$ cat src/rtl/quant_serializer_if.sv
// rtl/quant_serializer_if.sv - field-select/control inputs and serial output of quant_serializer
interface quant_serializer_if #(
   parameter int BDIN     = 32,
   parameter int BDOUTMAX = 32
);
   localparam int MAXBDIP = $clog2(BDIN);
   localparam int MAXBDOP = $clog2(BDOUTMAX);

   logic [MAXBDIP-1:0] msbidx;
   logic [MAXBDOP-1:0] bdout;
   logic               start;
   logic [BDIN-1:0]    din;
   logic               dout;

   modport master (output msbidx, bdout, start, din, input dout);
   modport slave  (input msbidx, bdout, start, din, output dout);
endinterface

$ cat src/rtl/quant_serializer.sv
// rtl/quant_serializer.sv - truncating bit-field serializer, MSB first, one bit per clock
// Define QUANTSER_ROUND_EN to round the field half-up (saturating) at load.
module quant_serializer #(
   parameter int BDIN     = 32,
   parameter int BDOUTMAX = 32,
   parameter int MAXBDIP  = $clog2(BDIN),
   parameter int MAXBDOP  = $clog2(BDOUTMAX)
) (
   input logic               clk,
   input logic               clr,
   quant_serializer_if.slave bus
);

   typedef enum logic {S_IDLE, S_SHIFT} state_t;

   state_t              r_state;
   state_t              w_state_nxt;
   logic                r_start_q;
   logic                r_dout;
   logic [MAXBDOP-1:0]  r_cnt;
   logic [BDOUTMAX-1:0] r_sr;

   logic                w_trig;
   logic [MAXBDIP-1:0]  w_msb;
   logic [MAXBDOP-1:0]  w_bd;
   logic [BDOUTMAX-1:0] w_fld;
   logic [BDOUTMAX-1:0] w_load;
   logic                w_dout_nxt;
   logic [MAXBDOP-1:0]  w_cnt_nxt;
   logic [BDOUTMAX-1:0] w_sr_nxt;

   assign w_trig  = bus.start & ~r_start_q;
   assign bus.dout = r_dout;

   always_comb begin
      w_msb = (int'(bus.msbidx) >= BDIN)    ? MAXBDIP'(BDIN - 1)     : bus.msbidx;
      w_bd  = (int'(bus.bdout)  >= BDOUTMAX) ? MAXBDOP'(BDOUTMAX - 1) : bus.bdout;
   end

   // Field is left-aligned in w_fld; positions below din[0] stay 0 (underflow).
   always_comb begin
      w_fld = '0;
      for (int k = 0; k < BDOUTMAX; k++) begin
         if (k <= int'(w_bd) && k <= int'(w_msb))
            w_fld[BDOUTMAX-1-k] = bus.din[w_msb - MAXBDIP'(k)];
      end
   end

`ifdef QUANTSER_ROUND_EN
   int                  w_rpos;
   logic                w_rbit;
   logic [BDOUTMAX:0]   w_lsb;
   logic [BDOUTMAX:0]   w_sum;
   logic [BDOUTMAX-1:0] w_mask;

   always_comb begin
      w_rpos = int'(w_msb) - int'(w_bd) - 1;
      w_rbit = (w_rpos >= 0) ? bus.din[w_rpos[MAXBDIP-1:0]] : 1'b0;
      w_lsb  = {{BDOUTMAX{1'b0}}, 1'b1} << (BDOUTMAX - 1 - int'(w_bd));
      w_sum  = {1'b0, w_fld} + (w_rbit ? w_lsb : '0);
      w_mask = ~({BDOUTMAX{1'b1}} >> (int'(w_bd) + 1));
      w_load = w_sum[BDOUTMAX] ? w_mask : w_sum[BDOUTMAX-1:0];
   end
`else
   assign w_load = w_fld;
`endif

   always_ff @(posedge clk) begin
      if (clr) r_state <= S_IDLE;
      else     r_state <= w_state_nxt;
   end

   always_comb begin
      w_state_nxt = r_state;
      if (w_trig)
         w_state_nxt = S_SHIFT;
      else if (r_state == S_SHIFT && r_cnt == '0)
         w_state_nxt = S_IDLE;
   end

   // A trigger always wins, so a retrigger abandons the running sequence.
   always_comb begin
      w_dout_nxt = 1'b0;
      w_cnt_nxt  = r_cnt;
      w_sr_nxt   = r_sr;
      if (w_trig) begin
         w_dout_nxt = w_load[BDOUTMAX-1];
         w_sr_nxt   = w_load << 1;
         w_cnt_nxt  = w_bd;
      end else if (r_state == S_SHIFT && r_cnt != '0) begin
         w_dout_nxt = r_sr[BDOUTMAX-1];
         w_sr_nxt   = r_sr << 1;
         w_cnt_nxt  = r_cnt - MAXBDOP'(1);
      end
   end

   always_ff @(posedge clk) begin
      if (clr) begin
         r_start_q <= 1'b0;
         r_dout    <= 1'b0;
         r_cnt     <= '0;
         r_sr      <= '0;
      end else begin
         r_start_q <= bus.start;
         r_dout    <= w_dout_nxt;
         r_cnt     <= w_cnt_nxt;
         r_sr      <= w_sr_nxt;
      end
   end

endmodule

$ cat src/flat_wrapper.sv
// flat-port wrapper written by rule: the top's interface ports become plain ports
module quant_serializer_flat 
#(
   parameter int BDIN     = 32,
   parameter int BDOUTMAX = 32,
   parameter int MAXBDIP  = $clog2(BDIN),
   parameter int MAXBDOP  = $clog2(BDOUTMAX)
)
  (clk, clr, bus_msbidx, bus_bdout, bus_start, bus_din, bus_dout);
  quant_serializer_if #(.BDIN(BDIN), .BDOUTMAX(BDOUTMAX)) bus_i ();
  input logic clk;
  input logic clr;
  input wire logic [$bits(bus_i.msbidx)-1:0] bus_msbidx;
  input wire logic [$bits(bus_i.bdout)-1:0] bus_bdout;
  input wire logic [$bits(bus_i.start)-1:0] bus_start;
  input wire logic [$bits(bus_i.din)-1:0] bus_din;
  output wire logic [$bits(bus_i.dout)-1:0] bus_dout;
  assign bus_i.msbidx = bus_msbidx;
  assign bus_i.bdout = bus_bdout;
  assign bus_i.start = bus_start;
  assign bus_i.din = bus_din;
  assign bus_dout = bus_i.dout;
  quant_serializer #(.BDIN(BDIN), .BDOUTMAX(BDOUTMAX), .MAXBDIP(MAXBDIP), .MAXBDOP(MAXBDOP)) u_core (.clk(clk), .clr(clr), .bus(bus_i));
endmodule
$ cat config.mk
export PLATFORM = sky130hd
export DESIGN_NAME = quant_serializer_flat
export DESIGN_NICKNAME = d
export VERILOG_FILES = /design/src/rtl/quant_serializer_if.sv /design/src/rtl/quant_serializer.sv /design/src/flat_wrapper.sv
export SDC_FILE = /design/constraint.sdc
export NUM_CORES = 1
export LEC_CHECK = 0
export CELL_PAD_IN_SITES_DETAIL_PLACEMENT = 0
export CELL_PAD_IN_SITES_GLOBAL_PLACEMENT = 2
export CORE_MARGIN = 4
export CORE_UTILIZATION = 38
export DETAILED_ROUTE_END_ITERATION = 8
export PLACE_DENSITY_LB_ADDON = 0.1
export SLEW_MARGIN = 20
export SYNTH_ARGS = -nofsm -noshare
export SYNTH_HDL_FRONTEND = slang
export SYNTH_SLANG_ARGS = --single-unit
$ cat constraint.sdc
create_clock -name clk -period 4.4 [get_ports clk]
set_input_delay 0.88 -clock clk [delete_from_list [all_inputs] [get_ports clk]]
set_output_delay 0.88 -clock clk [all_outputs]
set_load 0.01 [all_outputs]
==> impl_results.md, run 1 <==
* Final Skew at about 0.0094 ns
* Sw Share at around two fifths
* CP required at between 4 and 5 ns
* CTS Hold Bufs at 0
* Most frequent cells in the layout: mux2i_1, clkdlybuf4s50_1, nand2_1
* CTS tree: yes
* Max-cap check violation count at 0
* Slew Limit Fails at 0
* Uppermost routed layer: met4
* Seq. cell area at 781 um^2
* RSZ-0062 raised after global routing: no
* Root buf cell: clkbuf_16
* Largest net degree at the start of global routing at 44
* Final nets at around 670
* Tot GR Track Use at 24.2%
* Area of the mapped netlist at ~0.0053 mm^2
* # setup viols final at 0
* Count of input and output buffers at 45
* Critical Path AT at roughly 3.7 ns
* Layout cell share with drive strength beyond 1 at between 15 and 20%
* Die Wd at around 130 um
* Max Fanout on Critical Path at 34
* Final Hold Viols at 0
* Utilization after layout at 44.4%
* Post-CTS setup buffer count at 0
* Initial core utilization at about two fifths
* Hold Crit Class: register to register
* DRC Markers at 0
* First-pass GRT wire length at ~30 mm
* Post-synth cell types at just over 60
* Fraction of registers with async set/reset at 0%
* Number of flops mapped to enable cells by yosys at 0
* Critical path launch point: bus_msbidx[1]
* R2r worst-path depth at 9
* Worst r2r src: u_core.r_cnt[0]
* Clock sink total at 39
* Area grow syn2layout at 15.1%
* Htree depth at 2
* PD cells at roughly 260 mW/mm^2
* Int Pwr at between 0.9 and 1 mW
* Reg-to-Reg End: u_core.r_sr[15]
* Tmin final at approximately 3.6 ns
* Die height at approximately 130 um
* Antenna-violating nets left at 0
* Status: completed
* Vias/cell at approximately 6.5
* Ant. Diodes at 0
* Routed len/inst at 24.9 um
* Seq pwr share at 25.0%
* IO Pins at between 40 and 50
* #FFs+latches synth at 39
* Post-CTS sizing at 0
* Clock group share of total power at between 20% and 30%
* DR WL met3 at approximately 1.2 mm
* Vias in the first global route at 4961
* DRT met1 WL at ~8.5 mm
* Tcrit/Tclk final at 81.3%
* Leak Pwr at approximately 2.4 nW
* Max VDD drop at roughly 140 uV
* Clock transition at the registers of the reported paths at roughly 0.07 ns
* CP endpoint kind: register
* P_sw at between 0.6 and 0.7 mW
* Area of the multi-input gates at 0.00429 mm^2
* DP Wirelength at ~15 mm
* Syn_nets at ~630
* Via count at between 5000 and 6000
* Clock Tree Buf Depth at 2
* Setup_tns at 0 ns
* Pre-antenna DRT Iters at 7
* Max Freq at between 200 and 300 MHz
* Gp weighted congestion at roughly 0.9
* Syn Inst Count at roughly 560
* Critical Path Sink: u_core.r_sr[29]
* CTS Buf Count at 5
* Syn. warnings at 0
* Post-synthesis sequential area ratio at between 10% and 20%
* Antenna violations before repair at 1
* R2r setup slk at around 2.2 ns
* Core Area at about 0.014 mm^2
* Routed Wire Length at a little under 20 mm
* CP Launch Type: input port
* Fillers at ~1300
* Worst-Margin Slew at 1.05 ns
* Relative slew margins at 30.0%
* Commonest non-fill, non-tap cell in the layout: mux2i_1
* Met2 WL at between 8 and 9 mm
* Aggregate global routing overflow at 0
* Worst skew pair latency at ~0.29 ns
* Setup CP Type: input port to register
* Predominant post-synthesis flop cell: dfxtp_1
* Number of DRC markers in iteration 0 at 470
* Comb power frac at 47.4%
* Area of the die at approximately 0.016 mm^2
* Critical hold path startpoint: u_core.r_sr[21]
* Syn avg cell area at between 9 and 10 um^2
* FP Rows at 43
how the worst min path moves through the flow:
stage	end	slack [ns]	cells after the start
4_1_cts	u_core.r_sr[21]	0.51	2
3_5_place_dp	u_core.r_sr[21]	0.50	2
6_report	u_core.r_sr[21]	0.52	2
5_1_grt	u_core.r_sr[21]	0.53	2
2_1_floorplan	u_core.r_sr[21]	0.47	2
3_3_place_gp	u_core.r_sr[31]	0.51	2
logic make-up after synthesis:
kind of cell	count (synthesis)	share of synthesized area (%)
xor+xnor	27	5.35
flops	39	14.6
mux	146	39.9
compound gates	132	16.7
simple gates	139	12.4
fa+ha+maj	25	5.87
buf+inv	55	5.16
critical path, stage by stage:
cell	delay, ns
clkdlybuf4s50_1	0.47
buf_4	0.42
ha_1	0.37
xnor2_4	0.22
mux4_1	0.62
mux2i_2	0.27
mux2i_1	0.17
mux2i_1	0.17
o22ai_1	0.09
power groups by stage:
stage / sequential, mW / clock [mW] / combinational, mW
2_1_floorplan: 0.394 / 0 / 0.507
3_3_place_gp: 0.403 / 0 / 0.736
3_5_place_dp: 0.403 / 0 / 0.738
6_report: 0.395 / 0.435 / 0.747
5_1_grt: 0.397 / 0.453 / 0.801
4_1_cts: 0.395 / 0.438 / 0.740
metal layers:
layer	track usage, %	vias up
li1	-	2276
met1	33.7	2488
met2	37.3	221
met3	3.16	41
met4	11.1	0
met5	0	-
per-stage QoR:
step	setup slack, ns	instances	instance area [um^2]	power (mW)	hold slack, ns
3_3_place_gp	0.527	771	5970	1.14	0.507
4_1_cts	0.798	779	6130	1.57	0.513
3_5_place_dp	0.501	771	5970	1.14	0.498
6_report	0.824	779	6130	1.58	0.520
2_1_floorplan	0.901	563	5330	0.901	0.471
5_1_grt	0.629	779	6130	1.65	0.530
sequential cells by signal, indices dropped and copies added (netlist names):
signal / cells
u_core.bus.dout: 1
u_core.r_state: 1
u_core.r_start_q: 1
u_core.r_sr: 31
u_core.r_cnt: 5
synthesized netlist by cell type, types with 2 or more instances:
library cell | instances | area, um^2
and3_1 | 3 | 18.8
inv_1 | 10 | 37.5
nand4_1 | 3 | 18.8
or3_1 | 7 | 43.8
a221o_1 | 6 | 60.1
and2_1 | 2 | 12.5
nand2b_1 | 6 | 37.5
clkinv_1 | 2 | 7.51
o22ai_1 | 21 | 131
ha_1 | 25 | 313
nand3_1 | 20 | 100
buf_6 | 3 | 33.8
nand4b_1 | 3 | 26.3
o211ai_1 | 7 | 52.6
buf_4 | 9 | 67.6
buf_2 | 10 | 50.1
a211oi_1 | 8 | 60.1
nor2b_1 | 5 | 31.3
a32oi_1 | 5 | 43.8
nand2_1 | 41 | 154
o21ai_0 | 14 | 70.1
nor3_1 | 6 | 30.0
mux2i_1 | 86 | 861
nor2_1 | 37 | 139
a31oi_1 | 7 | 43.8
a2111oi_0 | 2 | 17.5
a221oi_1 | 3 | 26.3
xor2_1 | 3 | 26.3
mux2_2 | 10 | 113
xor2_2 | 3 | 48.8
xnor2_1 | 19 | 166
a21boi_0 | 2 | 15.0
a21oi_1 | 38 | 190
dfxtp_1 | 39 | 781
or4_1 | 3 | 22.5
mux4_2 | 40 | 901
o2111ai_1 | 3 | 26.3
clkbuf_1 | 15 | 56.3
a211o_1 | 2 | 17.5
mux4_1 | 9 | 236
buf_1 | 3 | 11.3
o311ai_0 | 2 | 17.5
inv_2 | 3 | 11.3
area by class of cell:
cell class | count | area share (%)
multi-input cells | 469 | 69.9
flip-flops and latches | 39 | 12.7
repair buffers | 68 | 10.1
well taps | 180 | 3.67
clock buffers | 5 | 2.04
inverters | 15 | 0.918
clock inverters | 3 | 0.714
Note: power is estimated with default switching activity, not from simulation.
==> run 2: changes to the inputs <==
==> constraint.sdc (replaced) <==
create_clock -name clk -period 3.4 [get_ports clk]
set_input_delay 0.68 -clock clk [delete_from_list [all_inputs] [get_ports clk]]
set_output_delay 0.68 -clock clk [all_outputs]
set_load 0.01 [all_outputs]
==> impl_results.md, run 2 (synthesized netlist as in run 1, its figures left out) <==
* Clock Tree Buf Depth at 2 (unchanged)
* Placed cells at 815 (+5.7%)
* Via count at 5165 (+2.8%)
* Seq pwr share at 25.1% (about the same)
* PD cells at 314 mW/mm^2 (+22%)
* Sw Share at 38.5% (+0.34 points)
* Final nets at 712 (+6.6%)
* Final Skew at 0.00339 ns (-0.00604 ns)
* # setup viols final at 0 (unchanged)
* Vias in the first global route at 5193 (+4.7%)
* Largest regs: u_core.r_sr x31, u_core.r_cnt x5
* Clock group share of total power at 23.1% (-4.5 points)
* Max-cap check violation count at 0 (unchanged)
* Count of input and output buffers at 45 (unchanged)
* Int Pwr at 1.25 mW (+28%)
* Routed len/inst at 23.9 um (-3.9%)
* Final Non-Filler Cells at 823 (+5.6%)
* P_sw at 0.784 mW (+30%)
* Critical Path AT at 3.26 ns (-0.44 ns)
* Area of the die at 0.0160 mm^2 (unchanged)
* Routed Wire Length at 19.7 mm (+1.5%)
* Worst-Margin Slew at 0.710 ns (-0.340 ns)
* Number of DRC markers in iteration 0 at 474 (+0.85%)
* Commonest non-fill, non-tap cell in the layout: mux2i_1
* Relative slew margins at 52.2% (+22 points)
* Root buf cell: clkbuf_16
* FP Rows at 43 (unchanged)
* Core Area at 0.0138 mm^2 (unchanged)
* Tot GR Track Use at 24.8% (+0.63 points)
* Die Wd at 126 um (unchanged)
* IO Pins at 46 (unchanged)
* Antenna-violating nets left at 0 (unchanged)
* Most frequent CP cell: mux2i_1
* Tot Pwr at 2.04 mW (+29%)
* Antenna violations before repair at 0 (-1)
* Aggregate global routing overflow at 0 (unchanged)
* First-pass GRT wire length at 31.0 mm (+3.3%)
* Final Hold Viols at 0 (unchanged)
* Most frequent cells in the layout: mux2i_1, buf_4, clkdlybuf4s50_1
* Layout cell share with drive strength beyond 1 at 21.5% (+5.6 points)
* Max VDD drop at 170 uV (+19%)
* RSZ-0062 raised after global routing: no
* Area grow syn2layout at 21.5%
* Fillers at 1322 (-1.6%)
* Slew Limit Fails at 0 (unchanged)
* Final hold slack at 0.513 ns (-0.00672 ns)
* Hold Crit Class: register to register
* Crit-path slowest cell: mux4_1
* WP buf/inv at 2 (unchanged)
* Utilization after layout at 46.8% (+2.5 points)
* CP Launch Type: input port
* Max Freq at ~320 MHz
* Clock sink total at 39 (unchanged)
* Die height at 126 um (unchanged)
* Clock transition at the registers of the reported paths at 0.06 ns (about the same)
* Worst path cell trace: clkdlybuf4s50_1 > buf_4 > ha_1 > xnor2_4 > mux4_1 > mux2i_2 > mux2i_1 > mux2i_1 > o22ai_1
* Htree depth at 2 (unchanged)
* DP Wirelength at 16.1 mm (+5.7%)
* CTS Buf Count at 5 (unchanged)
* Post-CTS sizing at 0 (unchanged)
* Post-CTS setup buffer count at 0 (unchanged)
* Vias/cell at 6.28 (-2.7%)
* Tcrit/Tclk final at between 90% and 100%
* Status: completed
* Largest net degree at the start of global routing at 37 (-16%)
* CTS tree: yes
* Pre-antenna DRT Iters at 5 (-2)
* CTS Hold Bufs at 0 (unchanged)
* Setup CP Type: input port to register
* CP peak stage delay at 0.60 ns (-0.02 ns)
* CP required at 3.56 ns (-0.96 ns)
* Largest Register: u_core.r_sr
* Worst skew pair latency at 0.29 ns (about the same)
* CP endpoint kind: register
* Max Fanout on Critical Path at 10 (-71%)
* Leak Pwr at 2.63 nW (+8.7%)
* Largest delay share family, worst path: multiplexers
* Initial core utilization at 38.5% (unchanged)
* Ant. Diodes at 0 (unchanged)
* Comb power frac at 51.8% (+4.4 points)
* Gp weighted congestion at 0.931 (+3.3%)
* Setup_tns at 0 ns (unchanged)
* DRC Markers at 0 (unchanged)
* Largest register FFs at 31 (unchanged)
* Tmin final at 3.10 ns
## run 2: cell count changes in the layout (fill, tap and decap cells not counted), sizes merged
cell      change
clkinv        -1
clkbuf        +1
bufinv        -1
buf          +44
clkinvlp      +1
## run 2: final timing paths
check | from | slack (ns) | endpoint | cells after the start
worst min register to register | u_core.r_sr[31] | 0.51 | u_core.r_sr[31] | 2
worst max register to register | u_core.r_cnt[0] | 1.22 | u_core.r_sr[15] | 8
worst min-delay path | u_core.r_sr[31] | 0.51 | u_core.r_sr[31] | 2
worst max-delay path | bus_msbidx[1] | 0.30 | u_core.r_sr[13] | 9
## run 2: per-stage QoR
| step | instance area [um^2] | setup WS [ns] |
|---|---|---|
| detailed placement | 6330 | 0.0192 |
| finish | 6470 | 0.300 |
| CTS | 6470 | 0.318 |
| global route | 6470 | 0.153 |
| global placement | 6330 | 0.0603 |
| floorplan | 5330 | 0.101 |
## run 2: final cells by class
class	count	area [um^2]	share of cell area (%)
clock inverters	2	12.5	0.193
clock buffers	6	129	1.99
multi-input cells	469	4290	66.2
inverters	15	56.3	0.870
repair buffers	112	986	15.2
flip-flops and latches	39	781	12.1
well taps	180	225	3.48
## run 2: power by group through the flow
stage	logic [mW]	clock network (mW)	registers (mW)
6_report	1.05	0.470	0.512
2_1_floorplan	0.656	0	0.510
3_5_place_dp	1.04	0	0.521
5_1_grt	1.13	0.496	0.514
3_3_place_gp	1.03	0	0.521
4_1_cts	1.04	0.480	0.511
## run 2: per-layer routing
metal / up-vias / GRT usage, % / wire (um)
met5: - / 0 / 0
li1: 2370 / - / -
met3: 31 / 3.96 / 1310
met2: 217 / 40.2 / 9260
met4: 0 / 8.33 / 650
met1: 2547 / 33.8 / 8480
## run 2: worst register-to-register path, delay by kind of cell (launching register included)
family	cells	cell delay, ns
buffers and inverters	3	0.67
flip-flops	1	0.32
adder cells (fa/ha/maj)	1	0.18
AO/OA/AOI/OAI	4	0.93
==> run 3: changes to the inputs <==
--- a/config.mk
+++ b/config.mk
@@ -8,8 +8,9 @@
 export CELL_PAD_IN_SITES_DETAIL_PLACEMENT = 0
 export CELL_PAD_IN_SITES_GLOBAL_PLACEMENT = 2
 export CORE_MARGIN = 4
-export CORE_UTILIZATION = 38
+export CORE_UTILIZATION = 42
 export DETAILED_ROUTE_END_ITERATION = 8
+export DONT_BUFFER_PORTS = 1
 export PLACE_DENSITY_LB_ADDON = 0.1
 export SLEW_MARGIN = 20
 export SYNTH_ARGS = -nofsm -noshare
==> impl_results.md, run 3 (synthesized netlist as in run 1, its figures left out) <==
* Max Fanout on Critical Path at 62 (+52)
* Htree depth at 2 (unchanged)
* IO Pins at 46 (unchanged)
* Core Area at 0.0122 mm^2 (-12%)
* Pre-antenna DRT Iters at 5 (unchanged)
* Clock transition at the registers of the reported paths at 0.07 ns (about the same)
* CTS tree: yes
* Final nets at 613 (-14%)
* Routed Wire Length at 18.8 mm (-4.5%)
* Area grow syn2layout at 5.28%
* # setup viols final at 0 (unchanged)
* Clock sink total at 39 (unchanged)
* DP Wirelength at 14.7 mm (-8.7%)
* Crit-path slowest cell: a21boi_0
* Hold path depth at 1 (-1)
* Routed len/inst at 26.4 um (+10%)
* Post-CTS setup buffer count at 0 (unchanged)
* Root buf cell: clkbuf_16
* Layout cell share with drive strength beyond 1 at 15.4% (-6.0 points)
* Aggregate global routing overflow at 0 (unchanged)
* Setup CP Type: input port to register
* Worst r2r src: u_core.r_cnt[0]
* R2r setup slk at 1.32 ns (+0.10 ns)
* Relative slew margins at 30.9% (-21 points)
* CP Launch Type: input port
* Utilization after layout at 46.0% (-0.88 points)
* Die height at 121 um (-4.6%)
* First-pass GRT wire length at 28.3 mm (-8.7%)
* Initial core utilization at 43.6% (+5.1 points)
* FP Rows at 40 (-7.0%)
* Status: completed
* Largest net degree at the start of global routing at 63 (+70%)
* Final Hold Viols at 0 (unchanged)
* Max VDD drop at 330 uV (+94%)
* Largest register FFs at 31 (unchanged)
* Max Freq at 370 MHz (+15%)
* Hold worst-path end: u_core.r_state
* Worst path cell trace: inv_2 > ha_1 > inv_1 > a21boi_0 > xnor2_1 > nor2b_1 > a221o_1 > a211oi_1
* Antenna-violating nets left at 0 (unchanged)
* Tot GR Track Use at 25.4% (+0.59 points)
* RSZ-0062 raised after global routing: no
* Clock Tree Buf Depth at 2 (unchanged)
* CTS Buf Count at 5 (unchanged)
* PD cells at 339 mW/mm^2 (+7.9%)
* Die Wd at 121 um (-4.6%)
* Vias/cell at 6.79 (+8.1%)
* Tcrit/Tclk final at 79.5% (-12 points)
* CP peak stage delay at 0.41 ns (-0.19 ns)
* Commonest non-fill, non-tap cell in the layout: mux2i_1
* CTS Hold Bufs at 0 (unchanged)
* Largest regs: u_core.r_sr x31, u_core.r_cnt x5
* Ant. Diodes at 0 (unchanged)
* Tmin final at 2.70 ns (-0.399 ns)
* Hold Crit Class: input port to register
* Vias in the first global route at 4578 (-12%)
* Area of the die at 0.0146 mm^2 (-8.9%)
* CP required at 3.60 ns (+0.04 ns)
* Gp weighted congestion at 0.919 (-1.3%)
* DRC Markers at 0 (unchanged)
* Most frequent cells in the layout: mux2i_1, nand2_1, mux4_2
* Post-CTS sizing at 0 (unchanged)
* Worst-Margin Slew at 1.04 ns (+0.327 ns)
* Leak Pwr at 2.20 nW (-16%)
* Setup_tns at 0 ns (unchanged)
* Count of input and output buffers at 0 (-100%)
* Worst skew pair latency at 0.29 ns (about the same)
* R2r worst-path depth at 8 (unchanged)
* Max-cap check violation count at 0 (unchanged)
* CP endpoint kind: register
* Slew Limit Fails at 0 (unchanged)
* Via count at 4831 (-6.5%)
* Largest Register: u_core.r_sr
* Critical hold path startpoint: clr
* Antenna violations before repair at 0 (unchanged)
* Reg-to-Reg End: u_core.r_sr[15]
* Critical Path AT at 2.90 ns (-0.36 ns)
* Final Skew at 0.00725 ns (+0.00386 ns)
* Number of DRC markers in iteration 0 at 478 (+0.84%)
run 3: cell count changes in the layout (fill, tap and decap cells not counted), sizes merged:
| cell | previous run | this run |
|---|---|---|
| buf | 68 | 13 |
| bufinv | 0 | 1 |
| clkbuf | 6 | 5 |
| clkdlybuf4s50 | 44 | 0 |
| clkinv | 3 | 4 |
| clkinvlp | 1 | 0 |
run 3: critical path, delay by kind of cell:
family | cells | cell delay, ns
and+or+nand+nor | 1 | 0.19
AOI/OAI and AO/OA | 3 | 1.06
adders and majority gates | 1 | 0.37
xor gates and xnor gates | 1 | 0.25
buffers and inverters | 2 | 0.34
run 3: layout make-up:
type,count,area (um^2)
Clock buffer,5,125
Clock inverter,3,43.8
Fill cell,1228,6600
Inverter,15,56.3
Multi-Input combinational cell,469,4290
Sequential cell,39,781
Tap cell,168,210
Timing Repair Buffer,13,110
run 3: worst max-delay path by stage:
stage	endpoint	slack [ns]	startpoint
after global routing	u_core.r_sr[31]	0.58	bus_msbidx[0]
final	u_core.r_sr[31]	0.70	bus_msbidx[0]
after global placement	u_core.r_sr[31]	0.40	bus_msbidx[0]
after detailed placement	u_core.r_sr[31]	0.40	bus_msbidx[0]
after CTS	u_core.r_sr[31]	0.69	bus_msbidx[0]
after floorplan	u_core.r_sr[9]	0.10	bus_msbidx[1]
run 3: metrics by stage:
step                std cells  area [um^2]  setup WS (ns)  total power, mW  hold WS (ns)
finish                    712         5610          0.699             1.90         0.460
global route              712         5610          0.577             1.98         0.457
CTS                       712         5610          0.687             1.88         0.458
detailed placement        704         5440          0.396             1.34         0.497
global placement          704         5440          0.403             1.33         0.485
floorplan                 563         5330          0.101             1.17         0.471
run 3: metal layers:
metal	vias up	GRT usage (%)	wire length, um
li1	2169	-	-
met1	2358	33.9	7830
met2	265	39.8	8470
met3	37	6.55	1720
met4	2	8.00	718
met5	-	4.41	77
run 3: power by group:
part	leakage, nW	internal (mW)	switching [mW]
Sequential	0.318	0.487	0.0253
Clock	0.0838	0.347	0.213
Combinational	1.80	0.380	0.450
Total	2.20	1.21	0.688
